===== src/rtl/ldpc_pkg.sv =====
// Shared LDPC definitions: default code dimensions, the generator parity
// matrix, the encoder state type and a helper that extracts one row of the
// flat parity matrix.
package ldpc_pkg;

   localparam int unsigned LDPC_N = 6;
   localparam int unsigned LDPC_K = 3;
   localparam int unsigned LDPC_M = LDPC_N - LDPC_K;

   // P[i][j] = LDPC_P_MATRIX[i*(N-K)+j]
   localparam logic [LDPC_K*LDPC_M-1:0] LDPC_P_MATRIX = 9'h173;

   // Fixed container widths so par_row can serve any code size up to these.
   localparam int unsigned PAR_ROW_W = 32;
   localparam int unsigned P_FLAT_W  = 1024;

   typedef enum logic {
      S_MSG = 1'b0,
      S_PAR = 1'b1
   } state_e;

   // Row i of a flat parity matrix with m columns, LSB = column 0.
   function automatic logic [PAR_ROW_W-1:0] par_row(
      input logic [P_FLAT_W-1:0] p,
      input int unsigned         i,
      input int unsigned         m
   );
      logic [PAR_ROW_W-1:0] row;
      row = '0;
      for (int unsigned j = 0; j < PAR_ROW_W; j++) begin
         if ((j < m) && ((i * m + j) < P_FLAT_W)) begin
            row[j] = p[i * m + j];
         end
      end
      return row;
   endfunction

endpackage


===== src/rtl/ldpc_encoder_if.sv =====
// Bit-serial stream bundle between a source/sink and the LDPC encoder.
//   in_valid/in_ready/in_bit            message bit stream into the encoder
//   out_valid/out_ready/out_bit         codeword bit stream out of the encoder
//   out_sop/out_eop                     first/last codeword bit markers
//   cw_count                            codewords fully accepted downstream
// master: the environment driving the encoder; slave: the encoder itself.
interface ldpc_encoder_if #(
   parameter int unsigned WIDTH = 20
);
   logic             in_valid;
   logic             in_ready;
   logic             in_bit;
   logic             out_valid;
   logic             out_ready;
   logic             out_bit;
   logic             out_sop;
   logic             out_eop;
   logic [WIDTH-1:0] cw_count;

   modport master (
      output in_valid, in_bit, out_ready,
      input  in_ready, out_valid, out_bit, out_sop, out_eop, cw_count
   );

   modport slave (
      input  in_valid, in_bit, out_ready,
      output in_ready, out_valid, out_bit, out_sop, out_eop, cw_count
   );
endinterface


===== src/rtl/ldpc_encoder.sv =====
// Bit-serial systematic LDPC encoder. Takes K message bits, forwards them
// unchanged, then emits N-K parity bits p_j = XOR_i m_i & P[i][j].
// Ports:
//   clk   rising-edge clock
//   rst   synchronous reset, active low
//   bus   ldpc_encoder_if slave: input stream, output stream with sop/eop,
//         and the count of codewords accepted downstream
//
// state | meaning
// ------+-----------------------------------------------------------------
// S_MSG | accepting message bits, each forwarded and folded into parity
// S_PAR | input stalled, parity bits shifted out one per free output slot
module ldpc_encoder
   import ldpc_pkg::*;
#(
   parameter int unsigned         N        = LDPC_N,
   parameter int unsigned         K        = LDPC_K,
   parameter int unsigned         WIDTH    = 20,
   parameter logic [K*(N-K)-1:0]  P_MATRIX = LDPC_P_MATRIX
) (
   input  logic           clk,
   input  logic           rst,
   ldpc_encoder_if.slave  bus
);

   localparam int unsigned M       = N - K;
   localparam int unsigned IDX_MAX = (K > M) ? K : M;
   localparam int unsigned IDX_W   = (IDX_MAX > 1) ? $clog2(IDX_MAX) : 1;
   localparam logic [P_FLAT_W-1:0] P_EXT = P_FLAT_W'(P_MATRIX);

   state_e            state_q, state_d;
   logic [IDX_W-1:0]  idx_q, idx_d;
   logic [M-1:0]      parity_acc_q, parity_acc_d;
   logic              out_valid_q, out_valid_d;
   logic              out_bit_q, out_bit_d;
   logic              out_sop_q, out_sop_d;
   logic              out_eop_q, out_eop_d;
   logic [WIDTH-1:0]  cw_count_q, cw_count_d;

   logic              slot_free;
   logic              in_ready_c;
   logic [PAR_ROW_W-1:0] row_full;
   logic [M-1:0]      row_sel;
   logic              par_bit;

   always_comb begin
      row_full = par_row(P_EXT, 32'(idx_q), M);
      row_sel  = row_full[M-1:0];
      par_bit  = 1'b0;
      for (int j = 0; j < M; j++) begin
         if (idx_q == IDX_W'(j)) par_bit = parity_acc_q[j];
      end
   end

   always_comb begin
      state_d      = state_q;
      idx_d        = idx_q;
      parity_acc_d = parity_acc_q;
      out_valid_d  = out_valid_q;
      out_bit_d    = out_bit_q;
      out_sop_d    = out_sop_q;
      out_eop_d    = out_eop_q;
      cw_count_d   = cw_count_q;
      in_ready_c   = 1'b0;

      // Output register can take a new bit when empty or being drained now.
      slot_free = !out_valid_q || bus.out_ready;

      if (out_valid_q && bus.out_ready && out_eop_q) begin
         cw_count_d = cw_count_q + WIDTH'(1);
      end

      case (state_q)
         S_MSG: begin
            in_ready_c = slot_free;
            if (bus.in_valid && slot_free) begin
               out_bit_d    = bus.in_bit;
               out_valid_d  = 1'b1;
               out_sop_d    = (idx_q == '0);
               out_eop_d    = 1'b0;
               parity_acc_d = parity_acc_q ^ (bus.in_bit ? row_sel : '0);
               if (idx_q == IDX_W'(K - 1)) begin
                  idx_d   = '0;
                  state_d = S_PAR;
               end else begin
                  idx_d = idx_q + IDX_W'(1);
               end
            end else if (slot_free) begin
               out_valid_d = 1'b0;
            end
         end
         S_PAR: begin
            if (slot_free) begin
               out_bit_d   = par_bit;
               out_valid_d = 1'b1;
               out_sop_d   = 1'b0;
               out_eop_d   = (idx_q == IDX_W'(M - 1));
               if (idx_q == IDX_W'(M - 1)) begin
                  idx_d        = '0;
                  parity_acc_d = '0;
                  state_d      = S_MSG;
               end else begin
                  idx_d = idx_q + IDX_W'(1);
               end
            end
         end
         default: begin
            state_d = S_MSG;
         end
      endcase
   end

   always_ff @(posedge clk) begin
      if (!rst) begin
         state_q      <= S_MSG;
         idx_q        <= '0;
         parity_acc_q <= '0;
         out_valid_q  <= 1'b0;
         out_bit_q    <= 1'b0;
         out_sop_q    <= 1'b0;
         out_eop_q    <= 1'b0;
         cw_count_q   <= '0;
      end else begin
         state_q      <= state_d;
         idx_q        <= idx_d;
         parity_acc_q <= parity_acc_d;
         out_valid_q  <= out_valid_d;
         out_bit_q    <= out_bit_d;
         out_sop_q    <= out_sop_d;
         out_eop_q    <= out_eop_d;
         cw_count_q   <= cw_count_d;
      end
   end

   assign bus.in_ready  = in_ready_c;
   assign bus.out_valid = out_valid_q;
   assign bus.out_bit   = out_bit_q;
   assign bus.out_sop   = out_sop_q;
   assign bus.out_eop   = out_eop_q;
   assign bus.cw_count  = cw_count_q;

endmodule

===== src/flat_wrapper.sv =====
// flat-port wrapper written by rule: the top's interface ports become plain ports
module ldpc_encoder_flat import ldpc_pkg::*;
#(
   parameter int unsigned         N        = LDPC_N,
   parameter int unsigned         K        = LDPC_K,
   parameter int unsigned         WIDTH    = 20,
   parameter logic [K*(N-K)-1:0]  P_MATRIX = LDPC_P_MATRIX
)
  (clk, rst, bus_in_valid, bus_in_bit, bus_out_ready, bus_in_ready, bus_out_valid, bus_out_bit, bus_out_sop, bus_out_eop, bus_cw_count);
  ldpc_encoder_if #(.WIDTH(WIDTH)) bus_i ();
  input  logic clk;
  input  logic rst;
  input wire logic [$bits(bus_i.in_valid)-1:0] bus_in_valid;
  input wire logic [$bits(bus_i.in_bit)-1:0] bus_in_bit;
  input wire logic [$bits(bus_i.out_ready)-1:0] bus_out_ready;
  output wire logic [$bits(bus_i.in_ready)-1:0] bus_in_ready;
  output wire logic [$bits(bus_i.out_valid)-1:0] bus_out_valid;
  output wire logic [$bits(bus_i.out_bit)-1:0] bus_out_bit;
  output wire logic [$bits(bus_i.out_sop)-1:0] bus_out_sop;
  output wire logic [$bits(bus_i.out_eop)-1:0] bus_out_eop;
  output wire logic [$bits(bus_i.cw_count)-1:0] bus_cw_count;
  assign bus_i.in_valid = bus_in_valid;
  assign bus_i.in_bit = bus_in_bit;
  assign bus_i.out_ready = bus_out_ready;
  assign bus_in_ready = bus_i.in_ready;
  assign bus_out_valid = bus_i.out_valid;
  assign bus_out_bit = bus_i.out_bit;
  assign bus_out_sop = bus_i.out_sop;
  assign bus_out_eop = bus_i.out_eop;
  assign bus_cw_count = bus_i.cw_count;
  ldpc_encoder #(.N(N), .K(K), .WIDTH(WIDTH), .P_MATRIX(P_MATRIX)) u_core (.clk(clk), .rst(rst), .bus(bus_i));
endmodule

===== config.mk =====
export PLATFORM = sky130hd
export DESIGN_NAME = ldpc_encoder_flat
export DESIGN_NICKNAME = d
export VERILOG_FILES = /design/src/rtl/ldpc_pkg.sv /design/src/rtl/ldpc_encoder_if.sv /design/src/rtl/ldpc_encoder.sv /design/src/flat_wrapper.sv
export SDC_FILE = /design/constraint.sdc
export NUM_CORES = 1
export LEC_CHECK = 0
export CORE_AREA = 2 2 79 58
export DETAILED_ROUTE_END_ITERATION = 10
export DIE_AREA = 0 0 81 60
export PLACE_DENSITY = 0.71
export SLEW_MARGIN = 0
export SYNTH_ARGS = -nofsm -noshare
export SYNTH_HDL_FRONTEND = slang
export SYNTH_SLANG_ARGS = --single-unit
export TNS_END_PERCENT = 30

===== constraint.sdc =====
create_clock -name clk -period 1.98 [get_ports clk]
set_clock_uncertainty 0.05 [all_clocks]
set_input_delay 0.198 -clock clk [delete_from_list [all_inputs] [get_ports clk]]
set_output_delay 0.198 -clock clk [all_outputs]
set_load 0.01 [all_outputs]

==> flow_summary.yaml, run 1 <==
outcome:
  outcome: "completed"
layout:
  num_antenna_cells: 0
  final_cell_area_sq_um: 2100
  final_nets: 234
  seq_area_sq_um: 608
  layout-drive-gt1-share_pct: 17.1
  final_util_pct: 50.5
  syn2layout_area_growth_pct: 39.3
  nFillCells: 422
  multi_input_area_sq_um: 857
  layout.cells.non_filler: 277
timing:
  setup_tns_ns: 0
  slew_violations: 0
  fin_ws_ns: 0.0459
  hold_viol: 0
  worst_slew_pin_slew_ns: 0.393
  max_freq_mhz: 517
  final.period_utilization_pct: 97.7
  setup_viol: 0
  rsz0062_at_grt: "no"
  period_needed_ns: 1.93
  slew-limit-headroom_pct: 73.1
floorplanning:
  initial_utilization_pct: 36.3
  num_rows: 20
  die_x_um: 81
  die_height_um: 60
  coreArea_sq_um: 4150
  pin_count: 30
  die-area_sq_um: 4860
critical_path:
  crit_fanout: 4
  cp-end-kind: "output port"
  critical_path_required_ns: 1.73
  start_kind: "input pin"
  critical_path_class: "in -> out"
  cp.arrival_ns: 1.69
logic_synthesis:
  syn_avg_cell_area_sq_um: 8.82
  syn_area_sq_um: 1510
  ys_types: 35
  yosys.area_share.simple_pct: 28.5
  syn_inst: 171
  synth_compound_area_share_pct: 12.8
  synth_top_area_cell: "dfxtp_1"
  synth_commonest_cells: "dfxtp_1 (30), nor2_1 (17), a21oi_1 (15)"
  synth.most_common_cell: "dfxtp_1"
  synth_top_family_by_area: "simple AND/OR/NAND/NOR gates"
  synth_xor_area_share_pct: 5.23
  yosysWarnings: 0
  synth.net_count: 184
  yosysTopAreaCellShare_pct: 39.8
  yosysSeqAreaShare_pct: 39.8
  synth_mux_area_share_pct: 3.49
  synthAdderAreaFrac_pct: 6.64
  synthArstFlopShare_pct: 0
  synth_seq_cells: 30
  synthTopCellsByArea: "dfxtp_1 (40%), ha_1 (6.6%), a21oi_1 (5.0%)"
  synth-edff-count: 0
  ys.flop_type: "dfxtp_1"
clock_tree:
  cts_buffer_depth: 2
  clkLatencyLatePin_ns: 0.28
  cts_root_buffer: "clkbuf_8"
  cts.sinks: 30
  cts_tree: "done"
  clk_pin_slew_worst_paths_ns: 0.07
  post-cts-setup-buffers: 0
  h-tree-depth: 2
  cts_made_buffers: 5
pwr:
  power.density_nw_per_um2: 635
  ir_drop_mv: 0.417
  p_leak_nw: 0.722
drt:
  finalWirelength_um: 3580
  wire_per_inst_um: 12.9
  drc: 0
  num_vias: 1439
  dr.pass1.iters: 4
  detail-route-antenna-nets: 0
  via_per_inst: 5.19
  drt_iter0_drc: 78
grt:
  gr-total-overflow: 0
  grt_pass1_vias: 1234
  grt_pass1_wl_um: 5720
  grt_max_degree: 28
  grt_antenna_before_repair: 0
  grt_use_total_pct: 15.8
place:
  dp_cells: 269
  place_ws_ns: -0.224
  place_area_sq_um: 1980
  dpl.hpwl_um: 2650
  place.gp.congestion: 0.781
  io_buffer_count: 29
job:
  drv_cap: 0
worst_hold_path:
  worstHoldPathType: "reg -> reg"
==> worst max-delay path: stages <==
cell and delay, ns:
clkdlybuf4s50_1 0.57, and2b_2 0.25, nor2_1 0.12, clkdlybuf4s50_1 0.55
==> power by group <==
part | internal (W) | total [W] | leakage (nW) | switching, W
sequential | 0.000615 | 0.000628 | 0.245 | 0.0000130
combinational | 0.0000599 | 0.000124 | 0.420 | 0.0000637
clock | 0.000351 | 0.000581 | 0.0575 | 0.000230
==> flip-flops by register name, summed over array words and instances, names as in the netlist <==
name / flops
u_core.bus.cw_count: 20
u_core.bus.out_bit: 1
u_core.bus.out_eop: 1
u_core.bus.out_sop: 1
u_core.bus.out_valid: 1
u_core.idx_q: 2
u_core.parity_acc_q: 3
u_core.state_q: 1
==> cells in the final DEF (no fill, tap or decap), types with 3 or more instances in the layout <==
| cell | instances |
|---|---|
| xnor2_1 | 5 |
| or3_1 | 8 |
| or4_1 | 4 |
| nand4_1 | 9 |
| o21ai_0 | 6 |
| nor2_1 | 17 |
| mux2i_1 | 3 |
| o31ai_1 | 4 |
| clkdlybuf4s50_1 | 29 |
| a21oi_1 | 15 |
| ha_1 | 7 |
| buf_4 | 18 |
| nor3_1 | 6 |
| o21ai_1 | 5 |
| nand3_1 | 8 |
| nand2_1 | 7 |
| clkbuf_8 | 8 |
| inv_1 | 7 |
| xor2_1 | 4 |
| dfxtp_1 | 28 |
==> final cells by class <==
class,instances,share of cell area (%)
inverters,8,1.43
well taps,55,3.28
multi-input cells,129,40.8
clock buffers,8,5.24
repair buffers,47,20.3
flip-flops and latches,30,29.0
==> final timing paths <==
kind,start,endpoint,slack [ns],cells after the start
max,bus_out_ready,bus_in_ready,0.05,4
min,u_core.parity_acc_q[0],u_core.parity_acc_q[0],0.44,2
max reg2reg,u_core.bus.cw_count[3],u_core.bus.cw_count[19],0.08,4
min reg2reg,u_core.parity_acc_q[0],u_core.parity_acc_q[0],0.44,2
==> cell families (layout without fill, tap and decap cells) <==
family | count (synthesis) | in the layout
compound gates | 34 | 34
flops | 30 | 30
buf+inv | 12 | 63
xor+xnor | 9 | 9
simple gates | 73 | 73
mux | 5 | 5
fa+ha+maj | 8 | 8
==> what timing repair did <==
item                                    4_1_cts  5_1_grt
hold buffers                                  0        0
hold endpoints to repair                      0        0
gates resized for setup                       0        3
endpoints found under the setup margin        0        1
==> routing by layer <==
layer | wire, um | track usage, % | share of wire, % | up-vias
met2 | 1500 | 22.4 | 42 | 47
met5 | 0 | 0 | 0 | -
met1 | 1840 | 22.0 | 51 | 671
li1 | - | - | - | 721
met4 | 0 | 4.36 | 0 | 0
met3 | 243 | 6.65 | 6.8 | 0
==> metrics by stage <==
step / power (W) / hold slack, ns
after global routing: 0.00139 / 0.463
final: 0.00133 / 0.436
after floorplan: 0.000713 / 0.273
after CTS: 0.00135 / 0.442
after global placement: 0.000765 / 0.418
after detailed placement: 0.000768 / 0.432
(Power assumes the default switching activity.)
==> run 2, diff against run 1 <==
Settings changed: CTS_CLUSTER_DIAMETER set to 40, SKIP_LAST_GASP set to 1.
==> results of run 2 <==
Same layout as run 1: the final DEF is identical, and so are final timing and power.
==> run 3, diff against run 2 <==
Settings changed: CELL_PAD_IN_SITES_DETAIL_PLACEMENT set to 1, CELL_PAD_IN_SITES_GLOBAL_PLACEMENT set to 1, PLACE_DENSITY 0.71 to 0.74.
Clock period 1.98 ns to 2.3 ns, I/O delays scaled along.
==> flow_summary.yaml, run 3 (synthesized netlist as in run 1, its figures left out) <==
outcome:
  outcome: "completed"
pwr:
  pwr-share-clk_pct: 38.2
  ir_drop_mv: 0.218
  combPwrFrac_pct: 9.9
  p_total_w: 0.00105
  power_frac_seq_pct: 51.9
  p_int_w: 0.000787
  power_switching_w: 0.000260
  switching_share_pct: 24.9
  p_leak_nw: 0.654
  power.density_nw_per_um2: 529
grt:
  grt_max_degree: 28
  gr-total-overflow: 0
  grt_antenna_before_repair: 0
  grt_pass1_vias: 1438
  grt_use_total_pct: 19.3
  grt_pass1_wl_um: 7040
drt:
  dr.pass1.iters: 4
  drt_iter0_drc: 35
  met3_length_um: 135
  route.met2.wl_um: 1890
  num_vias: 1427
  drc: 0
  finalWirelength_um: 4120
  met1_length_um: 2050
  routed.top_layer: "met4"
  wire_per_inst_um: 15.5
  via_per_inst: 5.36
  detail-route-antenna-nets: 0
layout:
  final_cell_area_sq_um: 1980
  largest_register_ffs: 20
  nFillCells: 510
  final_nets: 224
  num_antenna_cells: 0
  layout-drive-gt1-share_pct: 10.4
  layout_commonest_cell: "dfxtp_1"
  layout_common_cells: "dfxtp_1 (30), clkdlybuf4s50_1 (29), nor2_1 (17)"
  syn2layout_area_growth_pct: 31.4
floorplanning:
  die_x_um: 81
  coreArea_sq_um: 4150
  pin_count: 30
  num_rows: 20
  die_height_um: 60
  initial_utilization_pct: 36.3
  die-area_sq_um: 4860
critical_path:
  critical_path_class: "in -> out"
  crit_fanout: 4
  cp.arrival_ns: 1.78
  r2r_start: "u_core.bus.cw_count[0]"
  critical_path_required_ns: 2.02
  start_kind: "input pin"
  cp-end-kind: "output port"
  startpoint: "bus_out_ready"
clock_tree:
  clk_pin_slew_worst_paths_ns: 0.06
  cts_root_buffer: "clkbuf_8"
  clkLatencyLatePin_ns: 0.29
  cts.repair.resized: 0
  cts_buffer_depth: 2
  cts.sinks: 30
  h-tree-depth: 2
  post-cts-setup-buffers: 0
  hold_buffers: 0
  cts_made_buffers: 5
  cts_tree: "done"
timing:
  final.period_utilization_pct: 89.5
  rsz0062_at_grt: "no"
  max_freq_mhz: 486
  period_needed_ns: 2.06
  setup_tns_ns: 0
  hold_ws_ns: 0.437
  slew_violations: 0
  fin_ws_ns: 0.242
  slew-limit-headroom_pct: 62.1
  hold_viol: 0
  setup_viol: 0
  worst_slew_pin_slew_ns: 0.565
place:
  io_buffer_count: 29
  place_area_sq_um: 1900
  dpl.hpwl_um: 3020
  place_ws_ns: -0.0186
  place.gp.congestion: 0.758
job:
  drv_cap: 0
worst_hold_path:
  hold_start: "u_core.parity_acc_q[0]"
  worstHoldPathType: "reg -> reg"
-- run 3: cell types whose count changed in the layout (fill, tap and decap cells not counted) --
cell	before	now
ha_2	1	0
dfxtp_4	2	0
clkbuf_1	0	2
ha_1	7	8
buf_4	18	8
dfxtp_1	28	30
clkbuf_8	8	5
-- run 3: final timing paths --
kind / to / slack (ns) / depth (start not counted)
hold / removal: u_core.parity_acc_q[0] / 0.44 / 2
hold reg to reg: u_core.parity_acc_q[0] / 0.44 / 2
setup / recovery: bus_in_ready / 0.24 / 4
setup reg to reg: u_core.bus.cw_count[18] / 0.30 / 5
-- run 3: metrics by stage --
stage / cells / utilization, %
after floorplan: 171 / -
after global placement: 259 / 45.8
final: 266 / 47.7
after CTS: 266 / 47.7
after global routing: 266 / 47.7
after detailed placement: 259 / 45.8
-- run 3: worst max-delay path: stages --
cell             delay, ns
clkdlybuf4s50_1       0.57
and2b_2               0.27
nor2_1                0.14
clkdlybuf4s50_1       0.56
-- run 3: power groups by stage --
stage	registers (W)	clock network [W]	logic [W]
6_report	0.000544	0.000400	0.000103
5_1_grt	0.000546	0.000444	0.000115
4_1_cts	0.000544	0.000418	0.000104
3_5_place_dp	0.000556	0	0.000102
3_3_place_gp	0.000554	0	0.0000970
2_1_floorplan	0.000554	0	0.0000596
-- run 3: final cells by class --
class / instances / area [sq um] / area share [%]
Timing Repair Buffer: 37 / 350 / 17.7
Sequential cell: 30 / 601 / 30.3
Multi-Input combinational cell: 129 / 855 / 43.1
Clock buffer: 7 / 76.3 / 3.85
Inverter: 8 / 30.0 / 1.52
Tap cell: 55 / 68.8 / 3.47
-- run 3: routing by layer --
layer,global-route usage (%),vias up
li1,-,698
met1,24.5,703
met2,31.3,19
met3,6.50,7
met4,5.81,0
met5,0,-
